<file path="src/rtl/i2s_tx_ctrl.sv">
// I2S (Philips) master transmitter: drains stereo words from the TX FIFO and drives SCK/WS/SD.
// Build option I2S_TX_UNDERRUN_REPEAT_EN: an underrun frame repeats the last popped word instead of silence.
module i2s_tx_ctrl #(
  parameter int SAMPLE_W  = 16,
  parameter int CLK_DIV_W = 8
) (
  input  logic                  clk,
  input  logic                  rst,
  input  logic                  enable,
  input  logic [CLK_DIV_W-1:0]  clk_div,
  input  logic [2*SAMPLE_W-1:0] fifo_data,
  input  logic                  fifo_valid,
  output logic                  fifo_ack,
  input  logic                  underrun_clr,
  output logic                  i2s_sck,
  output logic                  i2s_ws,
  output logic                  i2s_sd,
  output logic                  underrun,
  output logic                  busy,
  output logic [1:0]            dbg_state
);

  localparam int FRAME_W = 2 * SAMPLE_W;
  localparam int BIT_W   = $clog2(FRAME_W);

  typedef enum logic [1:0] {
    ST_IDLE  = 2'd0,
    ST_START = 2'd1,
    ST_RUN   = 2'd2
  } state_t;

  state_t               state;
  logic [CLK_DIV_W-1:0] div_q;
  logic [CLK_DIV_W-1:0] div_cnt;
  logic                 sck;
  logic [BIT_W-1:0]     bit_cnt;
  logic [FRAME_W-1:0]   shreg;
  logic [FRAME_W-1:0]   fill_word;
  logic                 tick;
  logic                 fall_tick;
  logic                 frame_end;
  logic                 underrun_set;

  assign tick         = (state == ST_RUN) && (div_cnt == div_q);
  assign fall_tick    = tick && sck;
  assign frame_end    = fall_tick && (bit_cnt == BIT_W'(FRAME_W - 1));
  assign underrun_set = frame_end && enable && !fifo_valid;

  // Handshake: fifo_data is taken in any cycle where fifo_valid && fifo_ack; the FIFO
  // pops on that same clock edge. fifo_ack only rises at frame start, so at most one per frame.
  assign fifo_ack = fifo_valid && enable &&
                    ((state == ST_START) || frame_end);

  assign i2s_sck   = sck;
  assign i2s_sd    = (state == ST_RUN) && shreg[FRAME_W-1];
  // WS switches one bit ahead of the channel's MSB.
  assign i2s_ws    = (state == ST_RUN) &&
                     (bit_cnt >= BIT_W'(SAMPLE_W - 1)) &&
                     (bit_cnt <= BIT_W'(FRAME_W - 2));
  assign busy      = (state != ST_IDLE);
  assign dbg_state = state;

`ifdef I2S_TX_UNDERRUN_REPEAT_EN
  logic [FRAME_W-1:0] last_word;

  always_ff @(posedge clk or posedge rst) begin
    if (rst) begin
      last_word <= '0;
    end else if (fifo_ack) begin
      last_word <= fifo_data;
    end
  end

  assign fill_word = last_word;
`else
  assign fill_word = '0;
`endif

  always_ff @(posedge clk or posedge rst) begin
    if (rst) begin
      state   <= ST_IDLE;
      div_q   <= '0;
      div_cnt <= '0;
      sck     <= 1'b0;
      bit_cnt <= '0;
      shreg   <= '0;
    end else begin
      case (state)
        ST_IDLE: begin
          sck     <= 1'b0;
          div_cnt <= '0;
          bit_cnt <= '0;
          shreg   <= '0;
          if (enable) begin
            div_q <= clk_div;
            state <= ST_START;
          end
        end
        ST_START: begin
          sck     <= 1'b0;
          div_cnt <= '0;
          if (!enable) begin
            state <= ST_IDLE;
          end else if (fifo_valid) begin
            shreg   <= fifo_data;
            bit_cnt <= '0;
            state   <= ST_RUN;
          end
        end
        ST_RUN: begin
          if (tick) begin
            div_cnt <= '0;
            sck     <= ~sck;
          end else begin
            div_cnt <= div_cnt + 1'b1;
          end
          if (fall_tick) begin
            if (frame_end) begin
              bit_cnt <= '0;
              if (!enable) begin
                shreg <= '0;
                state <= ST_IDLE;
              end else if (fifo_valid) begin
                shreg <= fifo_data;
              end else begin
                shreg <= fill_word;
              end
            end else begin
              shreg   <= {shreg[FRAME_W-2:0], 1'b0};
              bit_cnt <= bit_cnt + 1'b1;
            end
          end
        end
        default: state <= ST_IDLE;
      endcase
    end
  end

  // A new underrun outranks a simultaneous clear so no event is lost.
  always_ff @(posedge clk or posedge rst) begin
    if (rst) begin
      underrun <= 1'b0;
    end else if (underrun_set) begin
      underrun <= 1'b1;
    end else if (underrun_clr) begin
      underrun <= 1'b0;
    end
  end

endmodule

</file>
<file path="config.mk">
export PLATFORM = sky130hd
export DESIGN_NAME = i2s_tx_ctrl
export DESIGN_NICKNAME = d
export VERILOG_FILES = /design/src/rtl/i2s_tx_ctrl.sv
export SDC_FILE = /design/constraint.sdc
export NUM_CORES = 1
export LEC_CHECK = 0
export ABC_CLOCK_PERIOD_IN_PS = 2150
export BUFFER_PORTS_ARGS = -buffer_cell sky130_fd_sc_hd__buf_4
export CAP_MARGIN = 20
export CORE_MARGIN = 2
export CORE_UTILIZATION = 51
export CTS_CLUSTER_SIZE = 28
export DETAILED_ROUTE_END_ITERATION = 12
export PLACE_DENSITY = 0.82
export SYNTH_ARGS = -nofsm -noshare
export SYNTH_HDL_FRONTEND = slang
export SYNTH_SLANG_ARGS = --single-unit
</file>
<file path="constraint.sdc">
create_clock -name clk -period 2.15 [get_ports clk]
set_input_delay 0.1075 -clock clk [delete_from_list [all_inputs] [get_ports clk]]
set_output_delay 0.1075 -clock clk [all_outputs]
set_load 0.005 [all_outputs]
</file>
-- Yosys cells after proc, flatten, opt, wreduce, memory -nomap -nowiden
Cells that the tools add are included.
- input bits: 45
- flip-flop bits (word level): 57
- logic and storage cells: 71
- output and inout port bits: 8
- reductions and logical operators: 22
- add/subtract/negate cells: 2
- mux-type cells: 25
- equal/unequal tests: 12
- bitwise logic cells: 1
- $lt $le $gt $ge: 2
- operator list (kind ; number):
    $mux W32 ; 6
    $pmux W32 S3 ; 1
    $mux W5 ; 4
    $pmux W8 S2 ; 1
    $pmux W5 S3 ; 1
    $ne A2 B2 Y1 const B ; 7
    $mux W2 ; 6
    $logic_and A1 B1 Y1 ; 10
    $add A8 B1 Y8 const B ; 1
    $eq A8 B8 Y1 ; 1
    $mux W8 ; 1
    $pmux W2 S3 ; 1
    $reduce_bool A2 Y1 ; 3
    $add A5 B1 Y5 const B ; 1
    $eq A5 B5 Y1 const B ; 1
    $ge A5 B4 Y1 const B ; 1
    $le A5 B5 Y1 const B ; 1
    $reduce_and A5 Y1 ; 1
    $reduce_and A2 Y1 ; 2
    $reduce_and A4 Y1 ; 1
    $mux W1 ; 3
    $ne A3 B3 Y1 const B ; 1
    $reduce_bool A3 Y1 ; 1
    $eq A2 B1 Y1 const B ; 1
    other kinds (7) ; 7

-- Logic depth before layout (Yosys ltp)
Gate-level depths: netlist (run 1).
- word-level depth: 7
- depth in mapped cells: 9
- gate-level depth less buffers: 8

-- Worst setup path before layout (run 1)
No wires, ideal clock.
- path type: register -> register
- start: register state[0], in the netlist dbg_state[0]
- end: register shreg[2]
- setup slack: 174 ps
- cell stages (with the launch flop): 7
- path buffers: 1
- arrival: 1850 ps
- clock period less this slack: 1976 ps
- cells stage by stage: dfrtp_1 > inv_1 > ha_1 > a221oi_1 > nand2_1 > buf_2 > a221o_1
- word-level cells in the longest chain between the ends: 7
- ends and longest elaborated chain (what ; RTL line ; text):
    start: declaration ; 32 ; state_t state;
    start signal: assignment ; 81 ; state <= ST_IDLE;
    start signal: assignment ; 96 ; state <= ST_START;
    start signal: assignment ; 103 ; state <= ST_IDLE;
    $eq A2 B2 Y1 ; 44, 88 ;
    $logic_and A1 B1 Y1 ; 44 ; assign tick = (state == ST_RUN) && (div_cnt == div_q);
    $logic_and A1 B1 Y1 ; 45 ; assign fall_tick = tick && sck;
    $logic_and A1 B1 Y1 ; 46 ; assign frame_end = fall_tick && (bit_cnt == BIT_W'(FRAME_W - 1));
    $mux W32 ; 118 ; if (frame_end) begin
    $mux W32 ; 117 ; if (fall_tick) begin
    $pmux W32 S3 ; 88 ; case (state)
    end signal: assignment ; 124 ; shreg <= fifo_data;
    end signal: assignment ; 126 ; shreg <= fill_word;
    end signal: assignment ; 129 ; shreg <= {shreg[FRAME_W-2:0], 1'b0};
    end: declaration ; 37 ; logic [FRAME_W-1:0] shreg;
Several ways; a longest one is shown, not always the timed one. The select of a mux whose other input is x is not followed.
A chain may end at the register's enable or synchronous reset.

-- Worst setup path in the final report (run 1)
- start: register state[0], in the netlist dbg_state[0]
- end: register shreg[1]
Same word-level chain as after synthesis.

==> results.toml, run 1 <==
[run_status]
outcome = "finished, final reports clean"

[final_layout]
drive_gt1_share_pct = 29.7
final_core_util_pct = 70.2
finalNonFillerCells = 442
finalNetCount = 419
area_growth_pct = 30.9
antennaDiodeCount = 0

[setup_path]
crit_path_max_fanout = 21
rrSetupSlack_ns = 0.10
crit_type = "reg -> reg"
crit_arrival_ns = 2.32
r2r_cells = 6
worst_setup_path_start_kind = "flip-flop"
r2r-end = "shreg[1]$_DFFE_PP0P_"
r2r-start = "dbg_state[0]$_DFFE_PP0P_"
required_ns = 2.42
end_kind = "flip-flop"

[yosys]
yosysTopAreaCell = "dfrtp_1"
synthDistinctLibCells = 39
synth-seq-cells = 57
synth_enable_flop_cells = 0
synth_top_area_share_pct = 47.7
yosysWarnings = 0
synth_fp_nets = 350
ys_seq_area_share_pct = 47.7
syn-cell-area_sq_um = 2990
syn_inst = 296
yosysMostFrequentCell = "dfrtp_1"
synth-async-reset-ratio_pct = 100
synth_area_leaders = "dfrtp_1 48%, a221o_1 10%, nand4_1 6.9%"
synthFlopType = "dfrtp_1"
synth_common_cells = "57 x dfrtp_1, 42 x nor2_1, 33 x nand4_1, 30 x a221o_1, 17 x inv_1"
avgSynthCellArea_sq_um = 10.1

[pwr]
ir_drop_mv = 0.803
p_total_mw = 4.31
p_leak_nw = 1.79
power_density_nw_per_um2 = 1100

[timing]
slew_headroom_pct = 65.7
skew_ns = 0.00400
hold_slack_ns = 0.0151
layout_min_cycle_time_ns = 2.05
tightest_slew_ns = 0.515
finalCritPeriodShare_pct = 95.3
hold_viol = 0
setup_viol = 0
tns_ns = 0
finalMaxSlewViolations = 0
max_freq_ghz = 0.488
rsz0062_at_grt = "false"

[floorplan]
start_util_pct = 53.6
dieWidth_microns = 80.5
rows = 27
core-area_sq_um = 5570
die_h_microns = 80.5
io_pins = 53
die-area_sq_um = 6490

[clock_network]
clkSlewWorstSetupHoldPaths_ns = 0.06
clockBufferDepth = 2
htreeDepth = 3
cts.sink_count = 57
cts_tree = "yes"
cts_inserted_buffers = 9
clkLatencyLatePin_ns = 0.34
ctsRootBufferMaster = "clkbuf_8"

[place]
hpwl_mm = 4.85
place_congestion = 0.784
place.port_buffers = 52
dp_cells = 413

[drt]
antenna_left = 0
drt-initial-drc-count = 302
vias = 2749
routed_via_density = 6.22
drtPass1Iterations = 4
wl_per_cell_microns = 16.4
totalWireLength_mm = 7.27
post-route-drc-count = 0

[global_route]
grt_max_degree = 44
grt_pass1_vias = 2622
antenna_found_initial = 0
grt_pass1_wl_mm = 12.2
gr-total-overflow = 0
grt_usage_pct = 24.3

[min_path]
worst_hold_path_type = "in -> reg"
min_to = "div_q[1]$_DFFE_PP0P_"
holdPathStages = 2
min_from = "clk_div[1]"

[run]
maxCapViolations = 0
==> cell usage in the layout (no fill, tap or decap), drive strengths merged, types with 2 or more instances in the layout <==
cell	count
ha	9
a21oi	4
dfrtp	57
clkinv	2
nand4	34
o311ai	2
a221oi	2
clkinvlp	5
nand3	8
dlygate4sd3	10
a221o	30
xnor2	12
inv	17
o2bb2ai	2
and3	4
o221ai	2
and2	2
nor2	42
nand4b	2
o31ai	3
nand2	10
mux2	9
buf	70
clkbuf	9
nor4	2
o21ai	11
==> registers in the layout, summed over array words and instances, names as in the netlist <==
| signal | flops |
|---|---|
| i2s_sck | 1 |
| div_q | 8 |
| underrun | 1 |
| bit_cnt | 5 |
| shreg | 32 |
| div_cnt | 8 |
| dbg_state | 2 |
==> worst max-delay path: stages, from the launching register on <==
cell,delay (ns)
dfrtp_1,0.41
inv_1,0.09
ha_1,0.26
a221o_2,0.48
nor4_4,0.37
buf_12,0.20
a221o_1,0.17
==> logic make-up (layout without fill, tap and decap cells) <==
| kind of cell | after synthesis | after routing | share of synthesized area (%) |
|---|---|---|---|
| AO/OA/AOI/OAI | 63 | 63 | 17.7 |
| AND/OR/NAND/NOR | 107 | 107 | 18.3 |
| flip-flops | 57 | 57 | 47.7 |
| buffers and inverters | 39 | 113 | 5.61 |
| XOR/XNOR | 12 | 12 | 3.52 |
| adder cells (fa/ha/maj) | 9 | 9 | 3.77 |
| multiplexers | 9 | 9 | 3.39 |
==> where the power goes <==
group	leakage (nW)	switching, mW	internal [mW]	total [mW]
Combinational	0.954	1.13	0.843	1.98
Sequential	0.760	0.170	1.30	1.47
Clock	0.0733	0.450	0.411	0.861
Total	1.79	1.75	2.55	4.31
==> final cells by class <==
cell class / instances / area (sq um)
repair buffers: 80 / 688
well taps: 72 / 90.1
multi-input cells: 200 / 1470
clock buffers: 9 / 124
inverters: 17 / 63.8
fillers: 434 / 1660
clock inverters: 7 / 47.5
flip-flops and latches: 57 / 1430
==> layer usage <==
layer / track usage [%] / share of wire (%) / vias up / routed length, microns
li1: - / - / 1256 / -
met1: 32.8 / 43 / 1379 / 3110
met2: 38.8 / 49 / 104 / 3580
met3: 4.83 / 6.5 / 10 / 475
met4: 9.32 / 1.4 / 0 / 104
met5: 0 / 0 / - / 0
==> through the flow <==
| step | worst slack (ns) | cell area, sq um |
|---|---|---|
| floorplan | 0.174 | 2990 |
| CTS | 0.0352 | 3840 |
| finish | 0.100 | 3910 |
| global route | 0.00683 | 3910 |
| global placement | 0.118 | 3560 |
| detailed placement | 0.0911 | 3560 |
==> worst max path at each step <==
| stage | from | depth (start not counted) | to |
|---|---|---|---|
| 6_report | dbg_state[0]$_DFFE_PP0P_ | 6 | shreg[1]$_DFFE_PP0P_ |
| 5_1_grt | div_cnt[0]$_DFFE_PP0P_ | 7 | fifo_ack |
| 4_1_cts | bit_cnt[0]$_DFFE_PP0P_ | 7 | fifo_ack |
| 3_5_place_dp | bit_cnt[0]$_DFFE_PP0P_ | 8 | shreg[8]$_DFFE_PP0P_ |
| 3_3_place_gp | bit_cnt[0]$_DFFE_PP0P_ | 8 | shreg[10]$_DFFE_PP0P_ |
| 2_1_floorplan | dbg_state[0]$_DFFE_PP0P_ | 6 | shreg[2]$_DFFE_PP0P_ |
==> timing repair <==
item | 4_1_cts | 5_1_grt
gates cloned | 0 | 0
buffers inserted | 0 | 3
pin swaps | 0 | 1
endpoints found under the hold margin | 22 | 0
gates resized for setup | 2 | 9
hold buffers | 10 | 0
setup endpoints to repair | 1 | 33
No activity file was read; power rests on OpenSTA's default activity.
==> run 2: changes to the inputs <==
--- a/config.mk
+++ b/config.mk
@@ -5,14 +5,15 @@
 export SDC_FILE = /design/constraint.sdc
 export NUM_CORES = 1
 export LEC_CHECK = 0
+export ABC_AREA = 1
 export ABC_CLOCK_PERIOD_IN_PS = 2150
 export BUFFER_PORTS_ARGS = -buffer_cell sky130_fd_sc_hd__buf_4
 export CAP_MARGIN = 20
 export CORE_MARGIN = 2
-export CORE_UTILIZATION = 51
+export CORE_UTILIZATION = 57
 export CTS_CLUSTER_SIZE = 28
 export DETAILED_ROUTE_END_ITERATION = 12
-export PLACE_DENSITY = 0.82
+export PLACE_DENSITY = 0.88
 export SYNTH_ARGS = -nofsm -noshare
 export SYNTH_HDL_FRONTEND = slang
 export SYNTH_SLANG_ARGS = --single-unit
==> results.toml, run 2 <==
[run_status]
outcome = "finished, violations left"
violations = "negative hold slack"

[floorplan]
rows = 28
die_h_microns = 82.2
io_pins = 53
die-area_sq_um = 6750
core-area_sq_um = 5920
start_util_pct = 58.8
dieWidth_microns = 82.2

[clock_network]
cts_inserted_buffers = 9
clockBufferDepth = 2
clkLatencyLatePin_ns = 0.34
htreeDepth = 3
ctsRootBufferMaster = "clkbuf_8"
cts_tree = "yes"
cts.sink_count = 57
clkSlewWorstSetupHoldPaths_ns = 0.07

[final_layout]
finalNonFillerCells = 627
final_cell_mix = "179 x nand2_1, 69 x nand3_1, 69 x buf_4"
drive_gt1_share_pct = 20.1
area_growth_pct = 22.1
final_common_cell = "nand2_1"
max_flop_register = "shreg"
antennaDiodeCount = 0
top_regs = "shreg (32), div_cnt (8), div_q (8)"
largest_reg_flops = 32
finalNetCount = 601

[pwr]
power_frac_clock_pct = 20.4
ir_drop_mv = 0.638
power_frac_comb_pct = 41.8
p_leak_nw = 2.23
pwr-share-seq_pct = 37.8
power_density_nw_per_um2 = 1110
p_sw_mw = 1.99
p_total_mw = 4.74
intPower_mw = 2.74
swShare_pct = 42.1

[timing]
slew_headroom_pct = 50.9
tightest_slew_ns = 0.736
setup_viol = 0
finalMaxSlewViolations = 0
tns_ns = 0
skew_ns = 0.0105
hold_viol = 32
layout_min_cycle_time_ns = 2.07
hold_slack_ns = -0.0316
max_freq_ghz = 0.483
finalCritPeriodShare_pct = 96.4
fin_ws_ns = 0.0781

[global_route]
globalRouteMet3Util_pct = 7.28
grt_pass1_wl_mm = 15.0
gr-total-overflow = 0
busiest_layer = "met2"
met2_usage_pct = 44.9
grt_pass1_vias = 3260
grt_usage_pct = 29.2
grt_max_degree = 58
antenna_found_initial = 0
grt.met1_usage_pct = 40.4

[setup_path]
setup.worst_path.end = "fifo_ack"
required_ns = 2.04
r2r-start = "dbg_state[1]$_DFFE_PP0P_"
r2r_cells = 9
worst_setup_path_start_kind = "flip-flop"
crit_path_max_fanout = 8
setup.worst_path.start = "bit_cnt[1]$_DFFE_PP0P_"
r2r-end = "shreg[6]$_DFFE_PP0P_"
crit_arrival_ns = 1.96
rrSetupSlack_ns = 0.08
crit_type = "reg -> out"
end_kind = "output port"

[yosys]
synth_fp_nets = 546
yosysWarnings = 0
synth_area_leaders = "dfrtp_1 41%, nand2_1 19%, nand3_1 9.9%"
avgSynthCellArea_sq_um = 7.08
synthDistinctLibCells = 31
yosysMostFrequentCell = "nand2_1"
synth-seq-cells = 57
syn-cell-area_sq_um = 3480
synth_common_cells = "179 x nand2_1, 69 x nand3_1, 57 x dfrtp_1, 34 x inv_1, 34 x nand4_1"
synth-async-reset-ratio_pct = 100
syn_inst = 492
synth_enable_flop_cells = 0
ys_seq_area_share_pct = 41.0
synth_top_area_share_pct = 41.0
synthFlopType = "dfrtp_1"
yosysTopAreaCell = "dfrtp_1"

[drt]
totalWireLength_mm = 9.17
vias = 3551
routed_via_density = 5.66
drtPass1Iterations = 5
drt-initial-drc-count = 458
wl_per_cell_microns = 14.6
post-route-drc-count = 0
antenna_left = 0

[place]
place_congestion = 0.879
place.port_buffers = 52
dp_worst_setup_slack_ns = 0.175
hpwl_mm = 5.55
dp_cells = 603

[min_path]
worst_hold_path_type = "in -> async"

[run]
maxCapViolations = 0
==> run 2: cell types whose count changed in the layout (fill, tap and decap cells not counted), moves of 8 or more <==
cell and change:
a221o_1 -29, dlygate4sd3_1 -9, inv_1 +16, inv_2 +8
mux2_2 -9, nand2_1 +169, nand3_1 +61, nor2_1 -15
==> run 2: what timing repair did <==
item,in CTS,in global routing
gates resized for setup,8,5
pin swaps,0,2
setup buffers,2,4
gates cloned,1,0
hold buffers,1,0
endpoints found under the setup margin,1,1
endpoints found under the hold margin,1,0
==> run 2: how the worst min path moves through the flow <==
stage	cells past startpoint	from	slack [ns]	endpoint
after floorplan	1	underrun_clr	0.21	underrun$_DFFE_PP0P_
after global placement	2	underrun_clr	0.29	underrun$_DFFE_PP0P_
after detailed placement	2	underrun_clr	0.31	underrun$_DFFE_PP0P_
after CTS	3	rst	0.003	shreg[2]$_DFFE_PP0P_
after global routing	3	rst	0.02	div_q[6]$_DFFE_PP0P_
final	3	rst	-0.03	div_q[6]$_DFFE_PP0P_
==> run 2: area by class of cell <==
cell class	count	area [sq um]
multi-input cells	363	1790
well taps	75	93.8
repair buffers	73	587
flip-flops and latches	57	1430
clock inverters	2	10.0
fillers	451	1670
inverters	43	161
clock buffers	14	183
==> run 2: power by group through the flow <==
stage                     logic [mW]  registers, mW  clock network [mW]
after floorplan                 1.43           1.71                   0
after global placement          1.75           1.76                   0
after detailed placement        1.83           1.78                   0
after CTS                       1.92           1.77               0.964
after global routing            2.23           1.84                1.04
final                           1.98           1.79               0.967
==> run 2: per-stage QoR <==
step | util, % | instance area, sq um
global route | 71.8 | 4250
global placement | 66.3 | 3930
floorplan | - | 3480
CTS | 71.0 | 4210
detailed placement | 66.3 | 3930
finish | 71.8 | 4250
==> run 2: logic make-up (layout without fill, tap and decap cells) <==
logic type	Yosys count	after routing	synth area share [%]
AND/OR/NAND/NOR	325	325	42.1
AO/OA/AOI/OAI	23	23	3.59
flip-flops	57	57	41.0
XOR/XNOR	6	6	1.51
buffers and inverters	72	132	8.62
adder cells (fa/ha/maj)	9	9	3.23
==> run 2: critical path, stage by stage (launching register included) <==
cell     delay, ns
dfrtp_1       0.37
ha_2          0.19
inv_1         0.05
nor2_2        0.11
ha_2          0.20
and3_4        0.22
nand3_4       0.11
buf_6         0.15
a21oi_2       0.11
buf_4         0.12
==> run 2: metal layers <==
metal | up-vias | wire (microns)
li1 | 1705 | -
met1 | 1644 | 3830
met2 | 185 | 4410
met3 | 17 | 747
met4 | 0 | 174
met5 | - | 0
